[src/rtl/jogo_pkg.sv]
// Shared definitions for the ultimate tic-tac-toe control unit and datapath.
// - estado_t   : 4-bit FSM state codes (0..15), also exported on db_estado.
// - JOGADOR_X/O: player codes used on the datapath side.
// - M_ESPERA   : settle-timer modulus.
// - sinais_t   : bundle of the Moore control strobes, plus their state decoder.
package jogo_pkg;

  typedef enum logic [3:0] {
    INICIAL          = 4'd0,
    PREPARA          = 4'd1,
    ESPERA_MACRO     = 4'd2,
    REGISTRA_MACRO   = 4'd3,
    VALIDA_MACRO     = 4'd4,
    ESPERA_MICRO     = 4'd5,
    REGISTRA_MICRO   = 4'd6,
    VALIDA_MICRO     = 4'd7,
    GRAVA_JOGADA     = 4'd8,
    ESPERA_ATUALIZA  = 4'd9,
    GRAVA_ESTADO     = 4'd10,
    VERIFICA_FIM     = 4'd11,
    TROCA_JOGADOR    = 4'd12,
    VALIDA_PROXIMA   = 4'd13,
    REGISTRA_PROXIMA = 4'd14,
    FIM              = 4'd15
  } estado_t;

  localparam logic [1:0] JOGADOR_X = 2'b01;
  localparam logic [1:0] JOGADOR_O = 2'b10;

  localparam int unsigned M_ESPERA = 32'd5;

  typedef struct packed {
    logic zera_edge;
    logic zera_r_micro;
    logic zera_r_macro;
    logic zera_flip_flop_t;
    logic zera_ram;
    logic registra_r_micro;
    logic registra_r_macro;
    logic sinal_macro;
    logic sinal_valida_macro;
    logic we_board;
    logic we_board_state;
    logic troca_jogador;
    logic conta_t;
    logic zera_t;
    logic pronto;
  } sinais_t;

  // Moore decode: every strobe not named for a state stays low.
  function automatic sinais_t decodifica(estado_t e);
    sinais_t s;
    s = '0;
    case (e)
      PREPARA: begin
        s.zera_edge        = 1'b1;
        s.zera_r_micro     = 1'b1;
        s.zera_r_macro     = 1'b1;
        s.zera_flip_flop_t = 1'b1;
        s.zera_ram         = 1'b1;
        s.zera_t           = 1'b1;
      end
      REGISTRA_MACRO: begin
        s.registra_r_macro = 1'b1;
        s.sinal_macro      = 1'b1;
      end
      VALIDA_MACRO:     s.sinal_valida_macro = 1'b1;
      REGISTRA_MICRO:   s.registra_r_micro   = 1'b1;
      GRAVA_JOGADA:     s.we_board           = 1'b1;
      ESPERA_ATUALIZA:  s.conta_t            = 1'b1;
      GRAVA_ESTADO: begin
        s.we_board_state     = 1'b1;
        s.sinal_valida_macro = 1'b1;
      end
      TROCA_JOGADOR: begin
        s.troca_jogador = 1'b1;
        s.zera_t        = 1'b1;
      end
      // The forced next macro is loaded from the micro register (sinal_macro = 0).
      REGISTRA_PROXIMA: s.registra_r_macro = 1'b1;
      FIM:              s.pronto           = 1'b1;
      default:          s = '0;
    endcase
    return s;
  endfunction

endpackage

[src/rtl/unidade_controle.sv]
// Moore control unit sequencing one game of ultimate tic-tac-toe.
// Inputs : clock, reset (async active-low), iniciar, tem_jogada, macro_vencida,
//          micro_jogada, fim_jogo, fimT (datapath status flags).
// Outputs: datapath clears (zera*), register enables (registraR_*), mux selects
//          (sinal_macro, sinal_valida_macro), RAM write enables, troca_jogador,
//          settle-timer controls (contaT, zeraT), jogada_invalida, pronto, db_estado.
// Strobes are registered from the next-state decode so they line up with the
// state register; jogada_invalida is the only combinational (state-gated) output.
module unidade_controle
  import jogo_pkg::*;
(
  input  logic       clock,
  input  logic       reset,
  input  logic       iniciar,
  input  logic       tem_jogada,
  input  logic       macro_vencida,
  input  logic       micro_jogada,
  input  logic       fim_jogo,
  input  logic       fimT,
  output logic       zeraEdge,
  output logic       zeraR_micro,
  output logic       zeraR_macro,
  output logic       zeraFlipFlopT,
  output logic       zeraRAM,
  output logic       registraR_micro,
  output logic       registraR_macro,
  output logic       sinal_macro,
  output logic       sinal_valida_macro,
  output logic       we_board,
  output logic       we_board_state,
  output logic       troca_jogador,
  output logic       contaT,
  output logic       zeraT,
  output logic       jogada_invalida,
  output logic       pronto,
  output logic [3:0] db_estado
);

  estado_t estado_q, estado_d;
  sinais_t sinais_q, sinais_d;

  // State register.
  always_ff @(posedge clock or negedge reset) begin
    if (!reset) estado_q <= INICIAL;
    else        estado_q <= estado_d;
  end

  // Next-state logic; tem_jogada and iniciar are only looked at where they matter.
  always_comb begin
    estado_d = estado_q;
    case (estado_q)
      INICIAL:          if (iniciar) estado_d = PREPARA;
      PREPARA:          estado_d = ESPERA_MACRO;
      ESPERA_MACRO:     if (tem_jogada) estado_d = REGISTRA_MACRO;
      REGISTRA_MACRO:   estado_d = VALIDA_MACRO;
      VALIDA_MACRO:     estado_d = macro_vencida ? ESPERA_MACRO : ESPERA_MICRO;
      ESPERA_MICRO:     if (tem_jogada) estado_d = REGISTRA_MICRO;
      REGISTRA_MICRO:   estado_d = VALIDA_MICRO;
      VALIDA_MICRO:     estado_d = micro_jogada ? ESPERA_MICRO : GRAVA_JOGADA;
      GRAVA_JOGADA:     estado_d = ESPERA_ATUALIZA;
      ESPERA_ATUALIZA:  if (fimT) estado_d = GRAVA_ESTADO;
      GRAVA_ESTADO:     estado_d = VERIFICA_FIM;
      VERIFICA_FIM:     estado_d = fim_jogo ? FIM : TROCA_JOGADOR;
      TROCA_JOGADOR:    estado_d = VALIDA_PROXIMA;
      // A decided target macro gives the next player a free choice.
      VALIDA_PROXIMA:   estado_d = macro_vencida ? ESPERA_MACRO : REGISTRA_PROXIMA;
      REGISTRA_PROXIMA: estado_d = ESPERA_MICRO;
      FIM:              if (iniciar) estado_d = PREPARA;
      default:          estado_d = INICIAL;
    endcase
  end

  // Decode the strobes for the state about to be entered.
  always_comb begin
    sinais_d = decodifica(estado_d);
  end

  // Output register; cleared together with the state so reset forces all-zero outputs.
  always_ff @(posedge clock or negedge reset) begin
    if (!reset) sinais_q <= '0;
    else        sinais_q <= sinais_d;
  end

  assign zeraEdge           = sinais_q.zera_edge;
  assign zeraR_micro        = sinais_q.zera_r_micro;
  assign zeraR_macro        = sinais_q.zera_r_macro;
  assign zeraFlipFlopT      = sinais_q.zera_flip_flop_t;
  assign zeraRAM            = sinais_q.zera_ram;
  assign registraR_micro    = sinais_q.registra_r_micro;
  assign registraR_macro    = sinais_q.registra_r_macro;
  assign sinal_macro        = sinais_q.sinal_macro;
  assign sinal_valida_macro = sinais_q.sinal_valida_macro;
  assign we_board           = sinais_q.we_board;
  assign we_board_state     = sinais_q.we_board_state;
  assign troca_jogador      = sinais_q.troca_jogador;
  assign contaT             = sinais_q.conta_t;
  assign zeraT              = sinais_q.zera_t;
  assign pronto             = sinais_q.pronto;
  assign db_estado          = estado_q;

  // Rejection pulse: only the two validation states may flag an invalid move,
  // so it lasts exactly the one cycle spent there.
  assign jogada_invalida = ((estado_q == VALIDA_MACRO) && macro_vencida) ||
                           ((estado_q == VALIDA_MICRO) && micro_jogada);

endmodule

[config.mk]
export PLATFORM = sky130hd
export DESIGN_NAME = unidade_controle
export DESIGN_NICKNAME = d
export VERILOG_FILES = /design/src/rtl/jogo_pkg.sv /design/src/rtl/unidade_controle.sv
export SDC_FILE = /design/constraint.sdc
export NUM_CORES = 1
export LEC_CHECK = 0
export BUFFER_PORTS_ARGS = -buffer_cell sky130_fd_sc_hd__buf_2
export CORE_MARGIN = 4
export CORE_UTILIZATION = 55
export CTS_BUF_LIST = sky130_fd_sc_hd__clkbuf_8
export DETAILED_ROUTE_END_ITERATION = 8
export GPL_ROUTABILITY_DRIVEN = 0
export PLACE_DENSITY = 0.86
export SKIP_CTS_REPAIR_TIMING = 1
export SYNTH_ARGS = -nofsm -noshare
export SYNTH_HDL_FRONTEND = slang
export SYNTH_SLANG_ARGS = --single-unit
[constraint.sdc]
create_clock -name clock -period 3.55 [get_ports clock]
set_clock_uncertainty 0.05 [all_clocks]
set_input_delay 0.5325 -clock clock [delete_from_list [all_inputs] [get_ports clock]]
set_output_delay 0.5325 -clock clock [all_outputs]
set_load 0.02 [all_outputs]
==> out/results.txt, run 1 <==
status: completed
Layout Cells excl Fill: 123
wire per inst: 14.8 um
placed cells: 119
crit path DAT: 2.16 ns
synth cell count leaders: dfrtp_1, nand2_1, nor2_1
min Tclk post-route: 2.05 ns
Root Buffer: clkbuf_8
Post-synth EDFFs: 0
Syn. warnings: 0
register bit total from synthesis: 15
fin util: 0.703
largest net degree at the start of global routing: 20
Pleak: 0.519 nW
clock slew at reported path FFs: 0.06 ns
Num CTS Buffers: 3
Routed Antenna Nets: 0
post-synth net total: 94
Remaining DRCs: 0
vias per std cell: 5.79
final WL: 1830 um
CP required: 3.67 ns
post-synthesis cell type count: 34
H-Tree Depth: 1
CP endpoint kind: flop
hpwl dp: 1380 um
Port Buffers: 27
clk buf depth: 2
storage element area: 375 sq um
most used flip-flop cell after synthesis: dfrtp_1
initial antenna violation count: 0
total power: 0.902 mW
Final Cycle Share: 0.577
PnR worst setup slack: 1.50 ns
Synth top area share: 0.456
TNS Setup: 0 ns
chip height: 46.7 um
first-pass GRT wire length: 2900 um
Die X: 46.7 um
io pins: 28
initial core utilization: 0.610
CORE AREA: 1350 sq um
die area: 2180 sq um
CP max FO: 16
gr usage total: 0.189
register area share after synthesis: 0.456
Worst IR Drop VDD: 0.603 mV
row cnt: 13
Area Growth Syn to Fin: 15.3%
Worst-Skew Late Latency: 0.24 ns
critical setup path kind: flop to flop
measured slew at the worst slew-check pin: 0.536 ns
Final setup viols: 0
footprint of the multi-input gates: 364 sq um
Vias: 712
Hold Violations, Final: 0
DR pass1 iterations: 4
Slew HR: 0.643
type of origin of the critical path: flop
Hold WC Path Type: primary input to asynchronous set/reset pin
Pins Over Slew Limit: 0
Clock Sinks: 15
Peak Freq: 0.488 GHz
RSZ-0062 raised after global routing: false
Gate Count Post-Synth: 86
Min Hold Slack: 0.128 ns
vias in the first global route: 658
Net count, final: 117
async set-or-reset flop fraction in the synthesized netlist: 1.00
post-synth top area cell: dfrtp_1
design area: 950 sq um
fillers: 122
pwr dens: 950 nW/um^2
global route overflow: 0
CTS tree: done
Post-Syn Area per Cell: 9.57 sq um
Syn Std Cell Area: 823 sq um
count leader, synth: dfrtp_1
Placed Area: 905 sq um
Area contributors post-synth: dfrtp_1, buf_4, nand2_1
worst slack at placement: 1.53 ns
Initial DRC Count: 13
max_cap viols: 0
share of cells above drive strength 1: 0.343
Diodes inserted: 0
## worst paths after layout
kind | startpoint | end | slack (ns) | cells after the start
max | db_estado[0]$_DFF_PN0_ | zeraT$_DFF_PN0_ | 1.50 | 5
min | reset | sinal_valida_macro$_DFF_PN0_ | 0.13 | 1
max reg2reg | db_estado[0]$_DFF_PN0_ | zeraT$_DFF_PN0_ | 1.50 | 5
min reg2reg | db_estado[2]$_DFF_PN0_ | sinal_valida_macro$_DFF_PN0_ | 0.70 | 1
max in group asynchronous | reset | troca_jogador$_DFF_PN0_ | 3.08 | 1
min in group clock | micro_jogada | we_board$_DFF_PN0_ | 0.43 | 2
## per-layer routing
layer / vias up / GRT usage / wire length, um
met2: 30 / 0.327 / 974
li1: 338 / - / -
met5: - / 0 / 0
met3: 2 / 0.0469 / 152
met1: 342 / 0.232 / 689
met4: 0 / 0.0497 / 10
## cell usage in the layout, fill, tap and decap left out, drive strengths merged
| cell type | n |
|---|---|
| a221o | 1 |
| a211oi | 1 |
| and2b | 3 |
| clkbuf | 3 |
| o32a | 1 |
| a21o | 2 |
| inv | 4 |
| nand3 | 2 |
| nor3 | 2 |
| or3 | 1 |
| nor2 | 9 |
| a21boi | 1 |
| and4 | 1 |
| o21bai | 1 |
| or4 | 1 |
| and3 | 3 |
| nand2b | 3 |
| buf | 27 |
| dfrtp | 15 |
| o21ai | 2 |
| or2 | 1 |
| xor2 | 1 |
| o211ai | 3 |
| o2111a | 1 |
| and3b | 1 |
| nand2 | 11 |
| nor3b | 1 |
| a21oi | 4 |
| a31oi | 1 |
| o2111ai | 1 |
## cell families (layout without fill, tap and decap cells)
family	after synthesis	count (layout)	share of synthesized area
flip-flops	15	15	0.456
AND/OR/NAND/NOR	39	39	0.260
buffers and inverters	12	34	0.102
AO/OA/AOI/OAI	19	19	0.172
XOR/XNOR	1	1	0.0106
## final cells by class
class,count,area share
flip-flops and latches,15,0.395
multi-input cells,59,0.383
repair buffers,27,0.142
clock buffers,3,0.0435
well taps,15,0.0198
inverters,3,0.0119
clock inverters,1,0.00395
## registers in the layout (all words and copies together), names as in the netlist
signal,flops
db_estado,4
contaT,1
pronto,1
registraR_macro,1
registraR_micro,1
sinal_macro,1
sinal_valida_macro,1
troca_jogador,1
we_board,1
we_board_state,1
zeraEdge,1
zeraT,1
## report_power, final
part           leakage (nW)  switching (mW)  internal (mW)
registers             0.201          0.0972          0.220
clock network        0.0269          0.0544         0.0763
logic                 0.292           0.267          0.187
total                 0.519           0.419          0.484
## critical path, stage by stage, from the launching register on
cell and delay (ns):
dfrtp_1 0.62, inv_1 0.12, o32a_1 0.37, o2111a_2 0.27
or4_4 0.43, a21oi_2 0.12
Note: power is estimated with default switching activity, not from simulation.
==> inputs of run 2 (changes only) <==
--- a/config.mk
+++ b/config.mk
@@ -7,11 +7,11 @@
 export LEC_CHECK = 0
 export BUFFER_PORTS_ARGS = -buffer_cell sky130_fd_sc_hd__buf_2
 export CORE_MARGIN = 4
-export CORE_UTILIZATION = 55
+export CORE_UTILIZATION = 51
 export CTS_BUF_LIST = sky130_fd_sc_hd__clkbuf_8
 export DETAILED_ROUTE_END_ITERATION = 8
 export GPL_ROUTABILITY_DRIVEN = 0
-export PLACE_DENSITY = 0.86
+export PLACE_DENSITY = 0.81
 export SKIP_CTS_REPAIR_TIMING = 1
 export SYNTH_ARGS = -nofsm -noshare
 export SYNTH_HDL_FRONTEND = slang
==> constraint.sdc (replaced) <==
create_clock -name clock -period 1.9 [get_ports clock]
set_clock_uncertainty 0.05 [all_clocks]
set_input_delay 0.285 -clock clock [delete_from_list [all_inputs] [get_ports clock]]
set_output_delay 0.285 -clock clock [all_outputs]
set_load 0.02 [all_outputs]
==> run 2 against run 1 <==
  * Hold slack better by 0.054 ns
  * Die area up 6.5%
  * Cell area is 9.4% higher
  * Global-route usage is 0.11 points lower
  * Non-clock buffer count grew 10
  * Clock power grew 99%
  * Register-to-register slack lost 1.4 ns
  * Utilization is 2.2 points lower
  * Clock-buffer cell count did not move
==> out/results.txt, run 2 (same netlist as run 1, synthesis figures left out) <==
chip height: 48.2 um (+3.2%)
type of origin of the critical path: flop
Slew HR: 0.686 (+0.0434)
Worst IR Drop VDD: 1.05 mV (+74%)
initial antenna violation count: 0 (unchanged)
Vias: 748 (+5.1%)
min Tclk post-route: 1.85 ns (-0.202 ns)
Area Growth Syn to Fin: 26.1%
Clock Sinks: 15 (unchanged)
measured slew at the worst slew-check pin: 0.469 ns (-0.0672 ns)
CP required: 2.03 ns (-1.64 ns)
placed cells: 127 (+6.7%)
global route overflow: 0 (unchanged)
WP buf/inv: 0 (-1)
Top Family by Delay on Critical Path: simple AND/OR/NAND/NOR gates
clock slew at reported path FFs: 0.06 ns (about the same)
Initial DRC Count: 17 (+4)
TNS Setup: 0 ns (unchanged)
Final Cycle Share: 0.971 (+0.394)
Net count, final: 127 (+8.5%)
largest net degree at the start of global routing: 16 (-20%)
Routed Antenna Nets: 0 (unchanged)
Die X: 48.2 um (+3.2%)
worst slack at placement: 0.0549 ns (-1.48 ns)
CP max FO: 9 (-7)
Diodes inserted: 0 (unchanged)
CTS tree: done
most common cell after layout, fill and taps aside: buf_2
most frequent cells in the layout: buf_2, dfrtp_1, nand2_1
vias per std cell: 5.58 (-3.6%)
CP endpoint kind: flop
first-pass GRT wire length: 2950 um (+1.4%)
H-Tree Depth: 1 (unchanged)
PnR worst setup slack: 0.0547 ns (-1.45 ns)
Placed Area: 961 sq um (+6.2%)
DR pass1 iterations: 4 (unchanged)
design area: 1040 sq um (+9.4%)
row cnt: 14 (+1)
Pins Over Slew Limit: 0 (unchanged)
Worst-Skew Late Latency: 0.25 ns (about the same)
CORE AREA: 1520 sq um (+13%)
crit path DAT: 1.97 ns (-0.19 ns)
Hold Violations, Final: 0 (unchanged)
final WL: 1850 um (+1.0%)
critical setup path kind: flop to flop
Pleak: 0.566 nW (+9.0%)
hpwl dp: 1360 um (-1.2%)
share of cells above drive strength 1: 0.432 (+0.0896)
io pins: 28 (unchanged)
max_cap viols: 0 (unchanged)
Layout Cells excl Fill: 134 (+8.9%)
clk buf depth: 2 (unchanged)
Hold WC Path Type: primary input to flop
die area: 2320 sq um (+6.5%)
CP Cell Sequence: and2b_2 -> a221o_1 -> o2111a_2 -> or4_4 -> a21oi_2
number of flip-flops in the largest register: 4 (unchanged)
Final setup viols: 0 (unchanged)
Worst path slowest cell: dfrtp_2
Port Buffers: 27 (unchanged)
Remaining DRCs: 0 (unchanged)
vias in the first global route: 662 (+0.61%)
crit-path max cell delay: 0.46 ns (-0.16 ns)
wire per inst: 13.8 um (-7.3%)
initial core utilization: 0.540 (-0.0696)
RSZ-0062 raised after global routing: false
fin util: 0.681 (-0.0220)
Root Buffer: clkbuf_8
Peak Freq: 0.542 GHz (+11%)
Num CTS Buffers: 3 (unchanged)
pwr dens: 1780 nW/um^2 (+87%)
status: completed
gr usage total: 0.188 (-0.00112)
## run 2: changes by cell type in the layout (fill, tap and decap cells not counted)
cell	previous run	this run
dlygate4sd3_1	0	1
clkinv_2	0	1
dfrtp_2	0	3
inv_1	4	3
buf_4	0	9
a21boi_0	1	0
nor3b_2	0	1
nor3b_1	1	0
a21boi_1	0	1
dfrtp_1	15	12
## run 2: per-layer routing
layer	global-route usage	up-vias	share of wire	wire length, um
li1	-	362	-	-
met1	0.232	353	0.40	747
met2	0.294	27	0.49	905
met3	0.0443	6	0.076	141
met4	0.113	0	0.028	51
met5	0	-	0	0
## run 2: per-stage QoR
step,hold WS (ns),total power [mW]
after floorplan,-0.0606,1.29
after global placement,0.150,1.52
after detailed placement,0.156,1.54
after CTS,-0.120,1.81
after global routing,0.181,1.99
final,0.182,1.85
## run 2: path summary, 6_finish.rpt
check / slack [ns] / end / start / cells past startpoint
min: 0.18 / we_board$_DFF_PN0_ / micro_jogada / 2
max: 0.05 / zeraT$_DFF_PN0_ / db_estado[2]$_DFF_PN0_ / 5
min reg2reg: 0.52 / sinal_valida_macro$_DFF_PN0_ / db_estado[2]$_DFF_PN0_ / 1
max reg2reg: 0.05 / zeraT$_DFF_PN0_ / db_estado[2]$_DFF_PN0_ / 5
max in group asynchronous: 1.12 / db_estado[0]$_DFF_PN0_ / reset / 2
min in group asynchronous: 0.41 / registraR_macro$_DFF_PN0_ / reset / 2
## run 2: report_power, final
group          leakage [nW]  internal, mW  total, mW  switching, mW
Clock                0.0255         0.145      0.261          0.115
Combinational         0.343         0.469       1.07          0.605
Sequential            0.197         0.420      0.512         0.0928
Total                 0.566          1.03       1.85          0.813
## run 2: cell type report
type / instances / area [sq um]
clock buffers: 3 / 41.3
clock inverters: 1 / 5.00
fillers: 124 / 485
inverters: 3 / 11.3
multi-input cells: 59 / 369
flip-flops and latches: 15 / 379
well taps: 16 / 20.0
repair buffers: 37 / 213
## run 2: worst reg2reg max path, delay by kind of cell, from the launching register on
family | cells | cell delay, ns
AND/OR/NAND/NOR | 2 | 0.67
flip-flops | 1 | 0.46
AO/OA/AOI/OAI | 3 | 0.60
==> inputs of run 3 (changes only) <==
--- a/config.mk
+++ b/config.mk
@@ -5,6 +5,7 @@
 export SDC_FILE = /design/constraint.sdc
 export NUM_CORES = 1
 export LEC_CHECK = 0
+export ABC_AREA = 1
 export BUFFER_PORTS_ARGS = -buffer_cell sky130_fd_sc_hd__buf_2
 export CORE_MARGIN = 4
 export CORE_UTILIZATION = 51
@@ -13,6 +14,7 @@
 export GPL_ROUTABILITY_DRIVEN = 0
 export PLACE_DENSITY = 0.81
 export SKIP_CTS_REPAIR_TIMING = 1
+export SLEW_MARGIN = 20
 export SYNTH_ARGS = -nofsm -noshare
 export SYNTH_HDL_FRONTEND = slang
 export SYNTH_SLANG_ARGS = --single-unit
==> run 3 against run 2 <==
  * Cell area decreased by 2.4%
  * Sequential cell count unchanged
  * Non-clock buffer count shrank 9
  * Synthesized cell count up 28%
  * Worst setup slack gained 0.067 ns
  * Clock-buffer cell count stayed put
  * Routed wire length increased by 14%
==> out/results.txt, run 3 <==
hold_sp: fimT
most common cell after layout, fill and taps aside: nand2_1
total power: 1.76 mW (-5.0%)
hold path depth: 3 (+1)
Root Buffer: clkbuf_8
most frequent cells in the layout: nand2_1, buf_2, inv_1
Worst IR Drop VDD: 1.02 mV (-2.6%)
pwr dens: 1730 nW/um^2 (-2.6%)
Routed Antenna Nets: 0 (unchanged)
Critical R2R Launch: db_estado[1]$_DFF_PN0_
Area contributors post-synth: dfrtp_1, nand2_1, inv_1
critical path depth in cells: 5 (unchanged)
initial antenna violation count: 0 (unchanged)
vias in the first global route: 823 (+24%)
met2 wire len: 1080 um (+19%)
Num CTS Buffers: 3 (unchanged)
most used flip-flop cell after synthesis: dfrtp_1
Slew HR: 0.773 (+0.0864)
placed cells: 148 (+17%)
Post-synth EDFFs: 0 (unchanged)
hpwl dp: 1540 um (+13%)
io pins: 28 (unchanged)
post-synth net total: 118 (+26%)
CP Cell Sequence: nand2_1 -> inv_1 -> nand3_2 -> nand2_1 -> buf_2
min Tclk post-route: 1.78 ns (-0.0673 ns)
Syn. warnings: 0 (unchanged)
uppermost routed layer: met4
CORE AREA: 1520 sq um (unchanged)
Int Power: 0.855 mW (-17%)
critical setup path kind: flop to output pin
WP buf/inv: 2 (+2)
fillers: 135 (+8.9%)
CP max FO: 9 (unchanged)
row cnt: 14 (unchanged)
Pins Over Slew Limit: 0 (unchanged)
crit path DAT: 1.44 ns (-0.53 ns)
gr usage total: 0.185 (-0.00333)
max_cap viols: 0 (unchanged)
clk buf depth: 2 (unchanged)
register area share after synthesis: 0.447 (-0.00883)
R2R depth: 9 (+4)
clock slew at reported path FFs: 0.07 ns (about the same)
RSZ-0062 raised after global routing: false
WL met1: 800 um (+7.1%)
Port Buffers: 27 (unchanged)
post-synth top area cell: dfrtp_1
vias per std cell: 5.46 (-2.1%)
post-synthesis cell type count: 16 (-53%)
Post-Syn Area per Cell: 7.63 sq um (-20%)
Worst-Skew Late Latency: 0.25 ns (about the same)
sequential share of power: 0.302 (+0.025)
CTS tree: done
Hold Violations, Final: 0 (unchanged)
Worst path slowest cell: dfrtp_1
H-Tree Depth: 1 (unchanged)
largest net degree at the start of global routing: 16 (unchanged)
DR WL met3: 172 um (+22%)
async set-or-reset flop fraction in the synthesized netlist: 1.00 (unchanged)
number of flip-flops in the largest register: 4 (unchanged)
Final Cycle Share: 0.936 (-0.0354)
Gate Count Post-Synth: 110 (+28%)
synth cell count leaders: nand2_1, inv_1, dfrtp_1
Net count, final: 146 (+15%)
P_sw: 0.901 mW (+11%)
TNS Setup: 0 ns (unchanged)
Pleak: 0.709 nW (+25%)
Final setup viols: 0 (unchanged)
Synth top area share: 0.447 (-0.00883)
first-pass GRT wire length: 3510 um (+19%)
share of cells above drive strength 1: 0.336 (-0.0964)
worst slack at placement: 0.381 ns (+0.326 ns)
measured slew at the worst slew-check pin: 0.341 ns (-0.128 ns)
status: completed
CP most frequent cell: nand2_1
chip height: 48.6 um (+0.82%)
Syn Std Cell Area: 840 sq um (+2.0%)
sw frac: 0.513 (+0.0730)
Diodes inserted: 0 (unchanged)
initial core utilization: 0.551 (+0.0107)
Layout Cells excl Fill: 153 (+14%)
Remaining DRCs: 0 (unchanged)
Area Growth Syn to Fin: 20.7%
Gate power share: 0.547 (-0.034)
PnR worst setup slack: 0.122 ns (+0.0673 ns)
DR pass1 iterations: 5 (+1)
CP required: 1.56 ns (-0.47 ns)
Clk network pwr share: 0.152 (+0.011)
register bit total from synthesis: 15 (unchanged)
CP endpoint kind: output pin
critical path launch point: db_estado[0]$_DFF_PN0_
crit-path max cell delay: 0.52 ns (+0.06 ns)
die area: 2360 sq um (+1.6%)
Hold WC Path Type: primary input to flop
Clock Sinks: 15 (unchanged)
count leader, synth: nand2_1
Top Family by Delay on Critical Path: flip-flops
Vias: 836 (+12%)
Peak Freq: 0.562 GHz (+3.8%)
Initial DRC Count: 31 (+14)
wire per inst: 13.7 um (-0.50%)
Die X: 48.6 um (+0.82%)
final WL: 2100 um (+14%)
global route overflow: 0 (unchanged)
type of origin of the critical path: flop
==> run 3: cell types whose count changed in the layout (fill, tap and decap cells not counted), moves of 4 or more <==
| cell | before | now |
|---|---|---|
| buf_4 | 9 | 0 |
| inv_1 | 3 | 18 |
| nand2_1 | 11 | 31 |
| nand3_1 | 2 | 9 |
| nand3_2 | 0 | 5 |
| nor2_2 | 0 | 4 |
==> run 3: worst min-delay path, stage by stage <==
cell and delay (ns):
buf_2 0.11, nand3_2 0.07, nand2_1 0.04
==> run 3: path summary, 6_finish.rpt <==
check	endpoint	slack, ns
max in group asynchronous	db_estado[3]$_DFF_PN0_	1.14
min in group asynchronous	contaT$_DFF_PN0_	0.41
max	jogada_invalida	0.12
min reg2reg	sinal_valida_macro$_DFF_PN0_	0.67
max reg2reg	zeraT$_DFF_PN0_	0.22
min	sinal_valida_macro$_DFF_PN0_	0.24
==> run 3: cell families after synthesis <==
kind of cell / Yosys count / share of synthesized area
AO/OA/AOI/OAI: 3 / 0.0179
AND/OR/NAND/NOR: 67 / 0.401
flip-flops: 15 / 0.447
buffers and inverters: 25 / 0.134
==> run 3: stage by stage <==
step / area (sq um) / hold WS, ns / utilization
2_1_floorplan: 840 / -0.0606 / -
3_3_place_gp: 957 / 0.151 / 0.628
3_5_place_dp: 957 / 0.157 / 0.628
4_1_cts: 1000 / -0.112 / 0.658
5_1_grt: 1010 / 0.246 / 0.665
6_report: 1010 / 0.240 / 0.665
==> run 3: area by class of cell <==
cell class / instances / area [sq um] / share of cell area
sequential: 15 / 375 / 0.370
inverter: 20 / 75.1 / 0.0741
timing repair buffer: 28 / 145 / 0.143
clock inverter: 1 / 5.00 / 0.00494
clock buffer: 3 / 41.3 / 0.0407
tap: 16 / 20.0 / 0.0198
multi-input combinational: 70 / 352 / 0.347
==> run 3: power by group through the flow <==
stage / clock, mW / sequential, mW / combinational [mW]
2_1_floorplan: 0 / 0.611 / 0.636
3_3_place_gp: 0 / 0.522 / 0.919
3_5_place_dp: 0 / 0.529 / 0.943
4_1_cts: 0.266 / 0.524 / 0.954
5_1_grt: 0.283 / 0.540 / 1.05
6_report: 0.266 / 0.530 / 0.960
==> run 3: layer usage <==
metal  track usage  vias to the layer above
li1              -                      392
met1         0.206                      394
met2         0.324                       42
met3        0.0491                        8
met4        0.0807                        0
met5             0                        -
